**src/rtl/pipe_hazard_ctrl.sv**
```systemverilog
// Pipeline hazard controller: latch enables, D/X bubble, F/D flush, forwarding selects and dump drain.
// Optional feature macro HAZ_FWD_EN: enables D-stage forwarding (otherwise RAW hazards stall until W).
module pipe_hazard_ctrl #(
    parameter int REG_W        = 3,
    parameter int DRAIN_CYCLES = 3,
    parameter int CNT_W        = 16
) (
    input  logic             clk,
    input  logic             rst,
    input  logic             D_valid,
    input  logic [REG_W-1:0] D_rs1,
    input  logic [REG_W-1:0] D_rs2,
    input  logic             D_rs1_used,
    input  logic             D_rs2_used,
    input  logic             D_rf_wr,
    input  logic [REG_W-1:0] D_rf_wr_addr,
    input  logic             D_is_load,
    input  logic             D_createdump,
    input  logic             X_pc_from_alu,
    input  logic             mem_stall,
    output logic             FD_en,
    output logic             DX_en,
    output logic             XM_en,
    output logic             MW_en,
    output logic             DX_bubble,
    output logic             FD_flush,
    output logic [1:0]       D_fwd1_sel,
    output logic [1:0]       D_fwd2_sel,
    output logic             halt,
    output logic [CNT_W-1:0] stall_cnt
);

    localparam int DCW = (DRAIN_CYCLES > 1) ? $clog2(DRAIN_CYCLES) : 1;
    localparam logic [DCW-1:0]   DRAIN_LAST = DCW'(DRAIN_CYCLES - 1);
    localparam logic [DCW-1:0]   DRAIN_ONE  = DCW'(1);
    localparam logic [CNT_W-1:0] CNT_ONE    = CNT_W'(1);

`ifdef HAZ_FWD_EN
    localparam logic NO_FWD = 1'b0;
`else
    localparam logic NO_FWD = 1'b1;
`endif

    // Producer location codes; X and M coincide with the forwarding select encoding.
    localparam logic [1:0] LOC_NONE = 2'b00;
    localparam logic [1:0] LOC_X    = 2'b01;
    localparam logic [1:0] LOC_M    = 2'b10;
    localparam logic [1:0] LOC_W    = 2'b11;

    typedef enum logic [1:0] {
        ST_RUN   = 2'd0,
        ST_DRAIN = 2'd1,
        ST_HALT  = 2'd2
    } state_t;

    typedef struct packed {
        logic             valid;
        logic             rf_wr;
        logic [REG_W-1:0] addr;
    } sb_entry_t;

    state_t           state_r, state_s;
    logic [DCW-1:0]   drain_cnt_r, drain_cnt_s;
    logic [CNT_W-1:0] stall_cnt_r;
    sb_entry_t        x_r, m_r, w_r;
    logic             x_is_load_r;
    logic [1:0]       loc1_s, loc2_s;
    logic             wait1_s, wait2_s, hazard_s, count_stall_s;

    function automatic logic hit(input sb_entry_t e, input logic used, input logic [REG_W-1:0] src);
        return e.valid & e.rf_wr & used & (e.addr == src);
    endfunction

    // Youngest in-flight writer of src wins.
    function automatic logic [1:0] locate(input logic used, input logic [REG_W-1:0] src,
                                          input sb_entry_t x, input sb_entry_t m, input sb_entry_t w);
        logic [1:0] loc;
        if (hit(x, used, src)) begin
            loc = LOC_X;
        end else if (hit(m, used, src)) begin
            loc = LOC_M;
        end else if (hit(w, used, src)) begin
            loc = LOC_W;
        end else begin
            loc = LOC_NONE;
        end
        return loc;
    endfunction

    assign loc1_s = D_valid ? locate(D_rs1_used, D_rs1, x_r, m_r, w_r) : LOC_NONE;
    assign loc2_s = D_valid ? locate(D_rs2_used, D_rs2, x_r, m_r, w_r) : LOC_NONE;

    // Without forwarding every X/M producer blocks; with it only a load sitting in X does.
    assign wait1_s  = ((loc1_s == LOC_X) & (x_is_load_r | NO_FWD)) | ((loc1_s == LOC_M) & NO_FWD);
    assign wait2_s  = ((loc2_s == LOC_X) & (x_is_load_r | NO_FWD)) | ((loc2_s == LOC_M) & NO_FWD);
    assign hazard_s = wait1_s | wait2_s;

    assign D_fwd1_sel = (NO_FWD || (loc1_s == LOC_W)) ? 2'b00 : loc1_s;
    assign D_fwd2_sel = (NO_FWD || (loc2_s == LOC_W)) ? 2'b00 : loc2_s;
    assign halt       = (state_r == ST_HALT);
    assign stall_cnt  = stall_cnt_r;

    // Latch enables, bubble/flush control and FSM next state.
    always_comb begin
        FD_en         = 1'b1;
        DX_en         = 1'b1;
        XM_en         = 1'b1;
        MW_en         = 1'b1;
        DX_bubble     = 1'b0;
        FD_flush      = 1'b0;
        state_s       = state_r;
        drain_cnt_s   = drain_cnt_r;
        count_stall_s = 1'b0;
        if (mem_stall || (state_r == ST_HALT)) begin
            FD_en = 1'b0;
            DX_en = 1'b0;
            XM_en = 1'b0;
            MW_en = 1'b0;
        end else begin
            case (state_r)
                ST_RUN: begin
                    if (X_pc_from_alu) begin
                        FD_flush  = 1'b1;
                        DX_bubble = 1'b1;
                    end else if (hazard_s) begin
                        FD_en         = 1'b0;
                        DX_bubble     = 1'b1;
                        count_stall_s = 1'b1;
                    end else if (D_valid && D_createdump) begin
                        state_s     = ST_DRAIN;
                        drain_cnt_s = '0;
                    end else begin
                        state_s = ST_RUN;
                    end
                end
                ST_DRAIN: begin
                    FD_en     = 1'b0;
                    DX_bubble = 1'b1;
                    if (drain_cnt_r == DRAIN_LAST) begin
                        state_s     = ST_HALT;
                        drain_cnt_s = '0;
                    end else begin
                        drain_cnt_s = drain_cnt_r + DRAIN_ONE;
                    end
                end
                default: begin
                    FD_en   = 1'b0;
                    DX_en   = 1'b0;
                    XM_en   = 1'b0;
                    MW_en   = 1'b0;
                    state_s = ST_RUN;
                end
            endcase
        end
    end

    // State, drain count, scoreboard shift and stall counter.
    always_ff @(posedge clk) begin
        if (rst) begin
            state_r     <= ST_RUN;
            drain_cnt_r <= '0;
            stall_cnt_r <= '0;
            x_r         <= '0;
            m_r         <= '0;
            w_r         <= '0;
            x_is_load_r <= 1'b0;
        end else begin
            state_r     <= state_s;
            drain_cnt_r <= drain_cnt_s;
            if (DX_en) begin
                if (DX_bubble) begin
                    x_r         <= '0;
                    x_is_load_r <= 1'b0;
                end else begin
                    x_r         <= '{valid: D_valid, rf_wr: D_rf_wr, addr: D_rf_wr_addr};
                    x_is_load_r <= D_valid & D_is_load;
                end
            end
            if (XM_en) begin
                m_r <= x_r;
            end
            if (MW_en) begin
                w_r <= m_r;
            end
            if (count_stall_s && (stall_cnt_r != {CNT_W{1'b1}})) begin
                stall_cnt_r <= stall_cnt_r + CNT_ONE;
            end
        end
    end

endmodule
```
**config.mk**
```make
export PLATFORM = sky130hd
export DESIGN_NAME = pipe_hazard_ctrl
export DESIGN_NICKNAME = d
export VERILOG_FILES = /design/src/rtl/pipe_hazard_ctrl.sv
export SDC_FILE = /design/constraint.sdc
export NUM_CORES = 1
export LEC_CHECK = 0
export CAP_MARGIN = 25
export CORE_MARGIN = 1.5
export CORE_UTILIZATION = 48
export DETAILED_ROUTE_END_ITERATION = 8
export PLACE_DENSITY_LB_ADDON = 0.3
export SLEW_MARGIN = 20
export SYNTH_ARGS = -nofsm -noshare
export SYNTH_HDL_FRONTEND = slang
export SYNTH_SLANG_ARGS = --single-unit
```
**constraint.sdc**
```tcl
create_clock -name clk -period 2.4 [get_ports clk]
set_input_delay 0.36 -clock clk [delete_from_list [all_inputs] [get_ports clk]]
set_output_delay 0.36 -clock clk [all_outputs]
set_load 0.1 [all_outputs]
```
==> impl_metrics.env <==
export IMPL_yosysTopAreaCell="dfxtp_1"
export IMPL_leakage_nw=1.04
export IMPL_clock_insertion_delay_worst_skew_ns=0.35
export IMPL_clk_pin_slew_worst_paths_ns=0.11
export IMPL_yosysSeqAreaShare=0.342
export IMPL_setup_viol=2
export IMPL_dpl_hpwl_mm=2.96
export IMPL_crit_chain="xor2_1, nor4_4, nor4_2, or3_4, a21oi_4, buf_12"
export IMPL_crit_slowest_cell="or3_4"
export IMPL_clk_path_buf_depth=2
export IMPL_grt_pass1_vias=1706
export IMPL_rows=21
export IMPL_synth_edf_count=0
export IMPL_rsz0062_at_grt="true"
export IMPL_wl_per_cell_um=16.7
export IMPL_die_w_um=63.5
export IMPL_ant_nets=0
export IMPL_drt_total_wl_mm=5.22
export IMPL_worstPathArrival_ns=2.20
export IMPL_die_area_sq_um=4030
export IMPL_gp_congestion=0.808
export IMPL_drv_slew=0
export IMPL_final_common_cell="buf_4"
export IMPL_drive_gt1_frac=0.423
export IMPL_antenna_found_initial=0
export IMPL_final_nets=286
export IMPL_status="complete, but fails checks"
export IMPL_placed_cell_area_sq_um=2310
export IMPL_synth_area_sq_um=1760
export IMPL_port_buffers=40
export IMPL_r2r_start="x_r[0]"
export IMPL_worstPathRequired_ns=2.04
export IMPL_hold_path_class="reg -> reg"
export IMPL_max_freq_mhz=390
export IMPL_htreeDepth=2
export IMPL_async_flop_share=0
export IMPL_synth_top_area_share=0.342
export IMPL_pre_cts_ws_ns=-0.270
export IMPL_initial_utilization=0.515
export IMPL_first_pass_iters=4
export IMPL_die_height_um=63.5
export IMPL_synth_top_flop_cell="dfxtp_1"
export IMPL_root_buffer="clkbuf_4"
export IMPL_ir_drop_mv=0.381
export IMPL_cts_hold_buf=0
export IMPL_layout_setup_ws_ns=-0.164
export IMPL_syn_inst=210
export IMPL_cts_sink_count=30
export IMPL_ys_top_cells_by_area="dfxtp_1, xor2_1, a21oi_1"
export IMPL_tightest_slew_ns=0.493
export IMPL_slew_headroom=0.667
export IMPL_cts_tree="yes"
export IMPL_crit_type="reg -> out"
export IMPL_cp_num_buf_inv=1
export IMPL_grt_max_degree=16
export IMPL_grt_pass1_wl_mm=8.07
export IMPL_crit_cells=6
export IMPL_cts_buffers=5
export IMPL_cp_top_family="simple AND/OR/NAND/NOR gates"
export IMPL_mostFrequentLayoutCells="buf_4, nand2_1, dfxtp_2"
export IMPL_drc_errors=0
export IMPL_reg2regPathDepth=7
export IMPL_p_per_area_nw_per_um2=479
export IMPL_setup_tns_ns=-0.237
export IMPL_vias=1853
export IMPL_fin_crit_sh=1.07
export IMPL_post_route_min_period_ns=2.56
export IMPL_drt_iter0_drc=133
export IMPL_vias_per_cell=5.92
export IMPL_cp_endpoint="DX_bubble"
export IMPL_area_growth_pct=52.2
export IMPL_overflow=0
export IMPL_worstSetupStartpointType="flop"
export IMPL_r2r_end="stall_cnt[13]"
export IMPL_violations="setup timing"
export IMPL_cp_startpoint="x_r[0]"
export IMPL_ys_ff_latch=30
export IMPL_endpoint_kind="output port"
export IMPL_core_region_area_sq_um=3420
export IMPL_clock_skew_final_ns=0.0206
export IMPL_finalHoldViolCount=0
export IMPL_crit_fanout=3
export IMPL_rrSetupSlack_ns=0.01
export IMPL_drv_cap=0
export IMPL_yosysUniqueCellTypes=43
export IMPL_n_antenna_cell=0
export IMPL_ios=46
export IMPL_max_stage_delay_ns=0.41
export IMPL_yosysWarnings=0
export IMPL_synth_avg_cell_area_sq_um=8.37
export IMPL_fin_area_sq_um=2680
export IMPL_track_usage=0.256
worst min-delay path by stage:
stage,start,to,cells past startpoint
floorplan,m_r[3],m_r[3],2
global placement,m_r[3],m_r[3],2
detailed placement,m_r[4],m_r[4],2
finish,stall_cnt[11],stall_cnt[11],2
global route,stall_cnt[11],stall_cnt[11],2
CTS,m_r[2],m_r[2],2
layout make-up:
type	count	area, sq um
multi-input cells	161	1230
fillers	220	739
flip-flops and latches	30	641
repair buffers	63	618
clock inverters	2	60.1
well taps	46	57.6
clock buffers	6	51.3
inverters	5	18.8
power by group:
| group | leakage, nW | switching [mW] | internal (mW) |
|---|---|---|---|
| Clock | 0.0585 | 0.195 | 0.353 |
| Combinational | 0.730 | 0.145 | 0.0771 |
| Sequential | 0.256 | 0.0101 | 0.501 |
| Total | 1.04 | 0.350 | 0.931 |
registers in the layout, indices dropped and copies added (netlist names):
signal and count:
stall_cnt 16, state_r 2, drain_cnt_r 2, m_r 5, x_r 5
worst min-delay path, cell delays in order (launching register included):
cell	delay (ns)
dfxtp_2	0.34
o31ai_1	0.06
a21oi_1	0.06
logic make-up (layout without fill, tap and decap cells):
family                   after synthesis  after routing  share of synthesized area
adder cells (fa/ha/maj)                1              1                    0.00712
AND/OR/NAND/NOR                       97             97                      0.326
AO/OA/AOI/OAI                         40             40                      0.155
XOR/XNOR                              12             12                     0.0598
multiplexers                           7              7                     0.0470
other                                  1              4                    0.00213
buffers and inverters                 22             76                     0.0612
flip-flops                            30             30                      0.342
what timing repair did:
| action | in CTS | in global routing |
|---|---|---|
| endpoints found under the setup margin | 2 | 9 |
| hold endpoints to repair | 0 | 0 |
| setup buffers | 5 | 2 |
| pin swaps | 7 | 9 |
| resized for setup | 30 | 15 |
| gates cloned | 1 | 0 |
Yosys cell counts, drive strengths merged (3+ instances only):
cell	instances
a22o	4
xor2	12
o21ai	4
nand3	11
a21oi	18
o41ai	3
mux2	7
nor3	8
or3	4
buf	11
clkbuf	6
nand2	21
dfxtp	30
inv	5
or4	10
nand4	3
o31ai	6
nor2b	8
nor4	7
nor2	15
routing by layer:
layer / global-route usage / routed length, um / up-vias
met4: 0.141 / 269 / 0
met5: 0 / 0 / -
met2: 0.412 / 2580 / 91
met3: 0.0589 / 306 / 28
met1: 0.313 / 2070 / 875
li1: - / - / 859
per-stage QoR:
stage               std cells  total power [mW]  hold slack (ns)   util
floorplan                 213             0.655            0.450      -
global placement          297             0.728            0.463  0.677
detailed placement        297             0.730            0.471  0.677
CTS                       311              1.27            0.486  0.759
global route              313              1.32            0.526  0.784
finish                    313              1.28            0.494  0.784
No activity file was read; power rests on OpenSTA's default activity.
